## src/rtl/pipe_ctrl_regs.sv

```systemverilog
`default_nettype none
// ============================================================================
// Module   : pipe_ctrl_regs
// Purpose  : ID/EX -> EX/MEM -> MEM/WB control and register-number pipeline.
//            Optional perf counters enabled by defining PIPE_PERF_CNT_EN.
// Revision : 1.0 - initial release
// ============================================================================
module pipe_ctrl_regs #(
    parameter int REG_AW  = 5,
    parameter int ALUOP_W = 2
) (
    input  logic               clk,
    input  logic               rst_n,
    input  logic               hold,
    input  logic               id_valid,
    input  logic               RegDst,
    input  logic               Branch,
    input  logic               MemRead,
    input  logic               MemtoReg,
    input  logic               MemWrite,
    input  logic               ALUSrc,
    input  logic               RegWrite,
    input  logic [ALUOP_W-1:0] ALUOp,
    input  logic [REG_AW-1:0]  IF_ID_RegisterRs,
    input  logic [REG_AW-1:0]  IF_ID_RegisterRt,
    input  logic [REG_AW-1:0]  IF_ID_RegisterRd,
    input  logic               EX_Flush,
    output logic               ID_EX_RegDst,
    output logic               ID_EX_ALUSrc,
    output logic               ID_EX_MemRead,
    output logic [ALUOP_W-1:0] ID_EX_ALUOp,
    output logic [REG_AW-1:0]  ID_EX_RegisterRs,
    output logic [REG_AW-1:0]  ID_EX_RegisterRt,
    output logic [REG_AW-1:0]  ID_EX_RegisterRd,
    output logic               EX_MEM_Branch,
    output logic               EX_MEM_MemRead,
    output logic               EX_MEM_MemWrite,
    output logic               EX_MEM_RegWrite,
    output logic               EX_MEM_MemtoReg,
    output logic [REG_AW-1:0]  EX_MEM_RegisterRd,
    output logic               MEM_WB_RegWrite,
    output logic               MEM_WB_MemtoReg,
    output logic [REG_AW-1:0]  MEM_WB_RegisterRd,
    output logic               ex_valid,
    output logic               mem_valid,
`ifdef PIPE_PERF_CNT_EN
    output logic [31:0]        retired_cnt,
    output logic [31:0]        bubble_cnt,
`endif
    output logic               wb_valid
);

    // ID/EX bank
    logic               r_idExValid;
    logic               r_idExRegDst;
    logic               r_idExBranch;
    logic               r_idExMemRead;
    logic               r_idExMemtoReg;
    logic               r_idExMemWrite;
    logic               r_idExAluSrc;
    logic               r_idExRegWrite;
    logic [ALUOP_W-1:0] r_idExAluOp;
    logic [REG_AW-1:0]  r_idExRs;
    logic [REG_AW-1:0]  r_idExRt;
    logic [REG_AW-1:0]  r_idExRd;

    // EX/MEM bank
    logic               r_exMemValid;
    logic               r_exMemBranch;
    logic               r_exMemMemRead;
    logic               r_exMemMemWrite;
    logic               r_exMemRegWrite;
    logic               r_exMemMemtoReg;
    logic [REG_AW-1:0]  r_exMemRd;

    // MEM/WB bank
    logic               r_memWbValid;
    logic               r_memWbRegWrite;
    logic               r_memWbMemtoReg;
    logic [REG_AW-1:0]  r_memWbRd;

    logic [REG_AW-1:0]  w_resolvedRd;
    logic               w_exRegWrite;

    // A write to $zero is dropped here so forwarding compares never hit it.
    assign w_resolvedRd = r_idExRegDst ? r_idExRd : r_idExRt;
    assign w_exRegWrite = r_idExRegWrite && (w_resolvedRd != '0);

    always_ff @(posedge clk) begin
        if (!rst_n) begin
            r_idExValid     <= 1'b0;
            r_idExRegDst    <= 1'b0;
            r_idExBranch    <= 1'b0;
            r_idExMemRead   <= 1'b0;
            r_idExMemtoReg  <= 1'b0;
            r_idExMemWrite  <= 1'b0;
            r_idExAluSrc    <= 1'b0;
            r_idExRegWrite  <= 1'b0;
            r_idExAluOp     <= '0;
            r_idExRs        <= '0;
            r_idExRt        <= '0;
            r_idExRd        <= '0;
            r_exMemValid    <= 1'b0;
            r_exMemBranch   <= 1'b0;
            r_exMemMemRead  <= 1'b0;
            r_exMemMemWrite <= 1'b0;
            r_exMemRegWrite <= 1'b0;
            r_exMemMemtoReg <= 1'b0;
            r_exMemRd       <= '0;
            r_memWbValid    <= 1'b0;
            r_memWbRegWrite <= 1'b0;
            r_memWbMemtoReg <= 1'b0;
            r_memWbRd       <= '0;
        end else if (!hold) begin
            r_idExValid     <= id_valid;
            r_idExRegDst    <= RegDst;
            r_idExBranch    <= Branch;
            r_idExMemRead   <= MemRead;
            r_idExMemtoReg  <= MemtoReg;
            r_idExMemWrite  <= MemWrite;
            r_idExAluSrc    <= ALUSrc;
            r_idExRegWrite  <= RegWrite;
            r_idExAluOp     <= ALUOp;
            r_idExRs        <= IF_ID_RegisterRs;
            r_idExRt        <= IF_ID_RegisterRt;
            r_idExRd        <= IF_ID_RegisterRd;

            if (EX_Flush) begin
                r_exMemValid    <= 1'b0;
                r_exMemBranch   <= 1'b0;
                r_exMemMemRead  <= 1'b0;
                r_exMemMemWrite <= 1'b0;
                r_exMemRegWrite <= 1'b0;
                r_exMemMemtoReg <= 1'b0;
                r_exMemRd       <= '0;
            end else begin
                r_exMemValid    <= r_idExValid;
                r_exMemBranch   <= r_idExBranch;
                r_exMemMemRead  <= r_idExMemRead;
                r_exMemMemWrite <= r_idExMemWrite;
                r_exMemRegWrite <= w_exRegWrite;
                r_exMemMemtoReg <= r_idExMemtoReg;
                r_exMemRd       <= w_resolvedRd;
            end

            r_memWbValid    <= r_exMemValid;
            r_memWbRegWrite <= r_exMemRegWrite;
            r_memWbMemtoReg <= r_exMemMemtoReg;
            r_memWbRd       <= r_exMemRd;
        end
    end

`ifdef PIPE_PERF_CNT_EN
    logic [31:0] r_retiredCnt;
    logic [31:0] r_bubbleCnt;

    always_ff @(posedge clk) begin
        if (!rst_n) begin
            r_retiredCnt <= '0;
            r_bubbleCnt  <= '0;
        end else if (!hold) begin
            if (r_memWbValid) begin
                r_retiredCnt <= r_retiredCnt + 32'd1;
            end else begin
                r_bubbleCnt  <= r_bubbleCnt + 32'd1;
            end
        end
    end

    assign retired_cnt = r_retiredCnt;
    assign bubble_cnt  = r_bubbleCnt;
`endif

    assign ID_EX_RegDst      = r_idExRegDst;
    assign ID_EX_ALUSrc      = r_idExAluSrc;
    assign ID_EX_MemRead     = r_idExMemRead;
    assign ID_EX_ALUOp       = r_idExAluOp;
    assign ID_EX_RegisterRs  = r_idExRs;
    assign ID_EX_RegisterRt  = r_idExRt;
    assign ID_EX_RegisterRd  = r_idExRd;
    assign EX_MEM_Branch     = r_exMemBranch;
    assign EX_MEM_MemRead    = r_exMemMemRead;
    assign EX_MEM_MemWrite   = r_exMemMemWrite;
    assign EX_MEM_RegWrite   = r_exMemRegWrite;
    assign EX_MEM_MemtoReg   = r_exMemMemtoReg;
    assign EX_MEM_RegisterRd = r_exMemRd;
    assign MEM_WB_RegWrite   = r_memWbRegWrite;
    assign MEM_WB_MemtoReg   = r_memWbMemtoReg;
    assign MEM_WB_RegisterRd = r_memWbRd;
    assign ex_valid          = r_idExValid;
    assign mem_valid         = r_exMemValid;
    assign wb_valid          = r_memWbValid;

endmodule
`default_nettype wire

```

## config.mk

```make
export PLATFORM = sky130hd
export DESIGN_NAME = pipe_ctrl_regs
export DESIGN_NICKNAME = d
export VERILOG_FILES = /design/src/rtl/pipe_ctrl_regs.sv
export SDC_FILE = /design/constraint.sdc
export NUM_CORES = 1
export LEC_CHECK = 0
export ABC_AREA = 1
export CORE_ASPECT_RATIO = 1.1
export CORE_MARGIN = 2
export CORE_UTILIZATION = 39
export CTS_BUF_LIST = sky130_fd_sc_hd__clkbuf_2
export DETAILED_ROUTE_END_ITERATION = 10
export PLACE_DENSITY_LB_ADDON = 0.1
export SYNTH_ARGS = -nofsm -noshare
export SYNTH_HDL_FRONTEND = slang
export SYNTH_SLANG_ARGS = --single-unit
```

## constraint.sdc

```tcl
create_clock -name clk -period 0.9 [get_ports clk]
set_clock_uncertainty 0.05 [all_clocks]
set_input_delay 0.135 -clock clk [delete_from_list [all_inputs] [get_ports clk]]
set_output_delay 0.135 -clock clk [all_outputs]
set_load 0.01 [all_outputs]
```

==> metrics.csv, run 1 <==
metric;value;unit
rsz0062_at_grt;yes;
netlist_area;1620;um^2
slowest_stage;dfxtp_4;
cp-start-kind;flop;
cts.sinks;44;
min_path_type;input pin to flop;
fin_nets;334;
dieArea;4680;um^2
power.leakage;0.00123;uW
worstPathCellList;buf_6, buf_6, nand2_2, nand2_2, nor2_1, nand3_1, nand2_1, a21oi_2;
finalHoldViolCount;0;
ff_latch_area;936;um^2
die_w;65.4;um
clk_pin_slew;0.25;ns
drv_slew;0;
critPathKind;flop to flop;
violations;negative setup slack;
cp-end-kind;flop;
vias;1640;
placed_cells;346;
multi_input_area;676;um^2
timing.fmax;871;MHz
yosysUniqueCellTypes;16;
antenna_left;0;
vias_per_cell;4.58;
synth_seq_cells;44;
synthCells;210;
drive_above_1_share;44.4;%
track_usage;19.6;%
swShare;26.3;%
grt_max_degree;21;
drc;0;
synth_sequential_area_ratio;54.4;%
filler_cell_count;335;
cts_tree;done;
core-area;3960;um^2
p_clk_share;28.0;%
ctsHoldBuffers;0;
tns;-8.77;ns
ios;69;
maxSlewHeadroom;74.2;%
slowest_delay;0.40;ns
crit_arrival;1.43;ns
finalCriticalPeriod;1.15;ns
root_buffer;clkbuf_2;
syn_nets;239;
vdd_drop_max;0.998;mV
critPathRequiredTime;1.18;ns
start_util;40.8;%
drtIter0Drc;101;
post_synth.cell_area_avg;7.70;um^2
drt-wirelength-per-cell;11.5;um
antenna_found_initial;0;
switchingPower;1090;uW
powerDensity;1490;nW/um^2
dpl.hpwl;2870;um
setup_viol;46;
status;finished with violations;
seqPwrFrac;52.1;%
pwr-share-comb;19.9;%
row_count;24;
totalWireLength;4100;um
grt_overflow;0;
fin_util;69.9;%
cts_max_path_buffers;2;
yosys_warnings;0;
cellInternalPower;3040;uW
gp_congestion;0.742;
syn_to_final_growth;71.2;%
final_cells;358;
maxCapViolCount;0;
crit_path_max_fanout;4;
cts.htree.levels;2;
worstSkewPairLatency;0.43;ns
antennaDiodeCount;0;
die_h;71.6;um
fin_ws;-0.248;ns
cts_buffers;5;
dr.pass1.iters;4;
worstMarginPinSlew;0.387;ns
io_buffers;68;
min_period_over_period;128;%
grt_pass1_vias;1604;
grt_pass1_wl;7110;um
==> cells in the final DEF, fill, tap and decap left out <==
| master | count |
|---|---|
| dfxtp_1 | 4 |
| bufinv_16 | 1 |
| a21oi_1 | 11 |
| buf_6 | 42 |
| o21ai_2 | 1 |
| nor2_8 | 1 |
| buf_2 | 1 |
| a21oi_2 | 3 |
| nor2_1 | 63 |
| o21ai_1 | 2 |
| dfxtp_2 | 38 |
| o21ai_0 | 31 |
| inv_6 | 2 |
| clkbuf_2 | 5 |
| nand3_1 | 1 |
| nor3_1 | 1 |
| buf_12 | 2 |
| dfxtp_4 | 2 |
| inv_4 | 1 |
| buf_4 | 28 |
| nand2_1 | 26 |
| nand2_2 | 9 |
| inv_1 | 4 |
| clkdlybuf4s50_1 | 27 |
==> stage by stage <==
step	setup slack, ns	hold WS [ns]	cell area (um^2)	power, uW
after floorplan	-0.0738	0.213	1620	2460
after global placement	-0.303	0.399	2530	2930
after detailed placement	-0.354	0.407	2530	2930
after CTS	-0.270	0.0449	2750	4160
after global routing	-0.327	0.0517	2770	4350
final	-0.248	0.0704	2770	4130
==> final timing paths <==
kind | from | to | cells after the start | slack [ns]
worst max-delay path | ID_EX_RegDst | EX_MEM_RegWrite | 8 | -0.25
worst min-delay path | hold | EX_MEM_MemtoReg | 4 | 0.07
worst max register to register | ID_EX_RegDst | EX_MEM_RegWrite | 8 | -0.25
worst min register to register | r_idExMemtoReg | EX_MEM_MemtoReg | 2 | 0.39
==> Yosys cell counts <==
| cell type | count | area, um^2 |
|---|---|---|
| nor2_1 | 63 | 236 |
| dfxtp_1 | 44 | 881 |
| nand2_1 | 35 | 131 |
| o21ai_0 | 33 | 165 |
| a21oi_1 | 12 | 60.1 |
| clkbuf_1 | 6 | 22.5 |
| buf_2 | 4 | 20.0 |
| inv_1 | 4 | 15.0 |
| a21oi_2 | 2 | 17.5 |
| buf_6 | 1 | 11.3 |
| buf_8 | 1 | 15.0 |
| inv_2 | 1 | 3.75 |
| nand3_1 | 1 | 5.00 |
| nor2_8 | 1 | 20.0 |
| nor3_1 | 1 | 5.00 |
| o21ai_2 | 1 | 8.76 |
==> final cells by class <==
| type | instances | share of cell area (%) |
|---|---|---|
| clock inverters | 3 | 1.63 |
| inverters | 5 | 0.859 |
| well taps | 52 | 2.35 |
| multi-input cells | 149 | 24.4 |
| repair buffers | 100 | 36.1 |
| clock buffers | 5 | 0.904 |
| flip-flops and latches | 44 | 33.8 |
==> power groups by stage <==
stage                     clock network (uW)  logic [uW]  registers (uW)
final                                   1150         822            2150
after global routing                    1280         903            2170
after CTS                               1190         820            2160
after detailed placement                   0         773            2160
after global placement                     0         768            2160
after floorplan                            0         249            2210
==> critical path: cells and delay by family (launching register included) <==
kind                   cells  cell delay (ns)
AO/OA/AOI/OAI              1             0.05
flip-flops                 1             0.40
buffers and inverters      2             0.24
AND/OR/NAND/NOR            5             0.33
==> sequential cells by signal (all words and copies together) (netlist names), 2 cells and up <==
signal             cells
EX_MEM_RegisterRd      5
ID_EX_ALUOp            2
ID_EX_RegisterRd       5
ID_EX_RegisterRs       5
ID_EX_RegisterRt       5
MEM_WB_RegisterRd      5
==> layer usage <==
metal	wire, um	global-route usage, %	share of wire, %	vias to the layer above
li1	-	-	-	857
met4	57	6.48	1.4	0
met2	1980	32.8	48	51
met5	0	0	0	-
met3	279	6.91	6.8	8
met1	1790	23.4	44	724
==> logic make-up (layout without fill, tap and decap cells) <==
logic type	count (synthesis)	in the layout	synth area share [%]
AO/OA/AOI/OAI	48	48	15.5
buffers and inverters	17	113	5.41
flip-flops	44	44	54.4
AND/OR/NAND/NOR	101	101	24.6
==> timing repair <==
item                       CTS  global route
setup buffers                3             1
pin swaps                    6             4
resized for setup          248             7
setup endpoints to repair   46            48
No activity file was read; power rests on OpenSTA's default activity.
==> inputs of run 2 (changes only) <==
--- a/config.mk
+++ b/config.mk
@@ -15,3 +15,4 @@
 export SYNTH_ARGS = -nofsm -noshare
 export SYNTH_HDL_FRONTEND = slang
 export SYNTH_SLANG_ARGS = --single-unit
+export TNS_END_PERCENT = 5
==> metrics.csv, run 2 (synthesized netlist as in run 1, its figures left out) <==
metric;value;unit;change
gp_congestion;0.742;;unchanged
filler_cell_count;341;;+1.8%
dr.pass1.iters;4;;unchanged
rsz0062_at_grt;yes;;
drive_above_1_share;43.3;%;-1.2 points
cts_max_path_buffers;2;;unchanged
ios;69;;unchanged
rr_worst_depth;8;;unchanged
root_buffer;clkbuf_2;;
row_count;24;;unchanged
r2r-end;EX_MEM_RegWrite;;
slowest_delay;0.40;ns;about the same
syn_to_final_growth;69.8;%;
fin_nets;333;;-0.30%
antenna_left;0;;unchanged
dieArea;4680;um^2;unchanged
grt_pass1_wl;7110;um;unchanged
rrSetupSlack;-0.24;ns;about the same
die_h;71.6;um;unchanged
critPathRequiredTime;1.18;ns;about the same
start_util;40.8;%;unchanged
clk_pin_slew;0.25;ns;about the same
min_path_type;input pin to flop;;
core-area;3960;um^2;unchanged
vdd_drop_max;0.998;mV;about the same
seqPwrFrac;52.3;%;+0.2 points
min_to;EX_MEM_MemtoReg;;
layout_commonest_cell;nor2_1;;
dpl.hpwl;2870;um;unchanged
finalHoldViolCount;0;;unchanged
hp-start;hold;;
switchingPower;1080;uW;-0.57%
grt_overflow;0;;unchanged
cts.sinks;44;;unchanged
grt_pass1_vias;1602;;-0.12%
track_usage;19.6;%;unchanged
crit_path_max_fanout;4;;unchanged
drv_slew;0;;unchanged
violations;negative setup slack;;
cp-start-kind;flop;;
p_clk_share;28.0;%;about the same
critPathKind;flop to flop;;
power.leakage;0.00122;uW;-0.58%
grt_max_degree;21;;unchanged
swShare;26.2;%;-0.071 points
maxCapViolCount;0;;unchanged
antenna_found_initial;0;;unchanged
cts_tree;done;;
drtIter0Drc;106;;+5.0%
finalCriticalPeriod;1.14;ns;-0.00508 ns
powerDensity;1500;nW/um^2;+0.51%
cts.htree.levels;2;;unchanged
mostFrequentLayoutCells;nor2_1 (63), buf_6 (41), dfxtp_2 (38), o21ai_0 (31), nand2_1 (28);;
min_path_cells;4;;unchanged
r2r-start;ID_EX_RegDst;;
worstPathCellList;buf_6, buf_6, nand2_2, nand2_2, nor2_1, nand3_1, nand2_1, a21oi_2;;
vias_per_cell;4.59;;about the same
cts_buffers;5;;unchanged
min_period_over_period;127;%;-0.56 points
cellInternalPower;3040;uW;-0.21%
setup_viol;46;;unchanged
multi_input_area;667;um^2;-1.3%
slowest_stage;dfxtp_4;;
fin_util;69.3;%;-0.57 points
vias;1637;;-0.18%
antennaDiodeCount;0;;unchanged
drt-wirelength-per-cell;11.4;um;-0.58%
worstSkewPairLatency;0.43;ns;about the same
die_w;65.4;um;unchanged
io_buffers;68;;unchanged
status;finished with violations;;
worstMarginPinSlew;0.374;ns;-0.0132 ns
crit_arrival;1.42;ns;about the same
cp-end-kind;flop;;
timing.fmax;875;MHz;+0.44%
drc;0;;unchanged
totalWireLength;4070;um;-0.85%
ff_latch_area;936;um^2;unchanged
worst_hold_slack;0.0736;ns;+0.00327 ns
pwr-share-comb;19.7;%;-0.2 points
maxSlewHeadroom;75.1;%;+0.88 points
fin_ws;-0.243;ns;+0.00508 ns
[run 2: cell count changes in the layout (fill, tap and decap cells not counted)]
cell,previous run,this run
a21oi_1,11,12
a21oi_2,3,2
buf_2,1,2
buf_4,28,27
buf_6,42,41
nand2_1,26,28
nand2_2,9,7
[run 2: layer usage]
metal	vias to the layer above	wire length (um)	GRT usage (%)
li1	856	-	-
met1	722	1750	23.4
met2	51	1980	32.8
met3	8	281	6.91
met4	0	57	6.48
met5	-	0	0
[run 2: worst max-delay path: cells and delay by family (launching register included)]
family                 cells  cell delay (ns)
AND/OR/NAND/NOR            5             0.33
AO/OA/AOI/OAI              1             0.05
buffers and inverters      2             0.24
flip-flops                 1             0.40
[run 2: cell type report]
type / instances / area share, %
well taps: 52 / 2.37
clock buffers: 5 / 0.911
repair buffers: 99 / 35.9
multi-input cells: 149 / 24.3
clock inverters: 3 / 1.64
inverters: 5 / 0.866
flip-flops and latches: 44 / 34.1
[run 2: how the worst max path moves through the flow]
| stage | slack (ns) | depth (start not counted) | startpoint | endpoint |
|---|---|---|---|---|
| final | -0.24 | 8 | ID_EX_RegDst | EX_MEM_RegWrite |
| after global routing | -0.32 | 8 | ID_EX_RegDst | EX_MEM_RegWrite |
| after CTS | -0.27 | 1 | EX_MEM_MemtoReg | EX_MEM_MemtoReg |
| after detailed placement | -0.35 | 4 | rst_n | r_idExRegWrite |
| after global placement | -0.30 | 4 | rst_n | ID_EX_RegDst |
| after floorplan | -0.07 | 7 | ID_EX_RegDst | EX_MEM_RegWrite |
[run 2: power by group through the flow]
| stage | combinational, uW | sequential [uW] | clock (uW) |
|---|---|---|---|
| after floorplan | 249 | 2210 | 0 |
| after global placement | 768 | 2160 | 0 |
| after detailed placement | 773 | 2160 | 0 |
| after CTS | 816 | 2150 | 1190 |
| after global routing | 893 | 2170 | 1280 |
| final | 813 | 2150 | 1150 |
[run 2: what timing repair did]
action	CTS	global route
resized for setup	247	4
pin swaps	6	3
buffers inserted	3	0
setup endpoints to repair	46	48
hold buffers	0	0
[run 2: stage by stage]
stage	setup TNS [ns]	setup WS [ns]	power (uW)	cell area [um^2]	cells
after floorplan	-0.0738	-0.0738	2460	1620	210
after global placement	-17.34	-0.303	2930	2530	346
after detailed placement	-18.49	-0.354	2930	2530	346
after CTS	-9.77	-0.270	4160	2740	357
after global routing	-11.93	-0.320	4340	2750	357
final	-8.69	-0.243	4120	2750	357
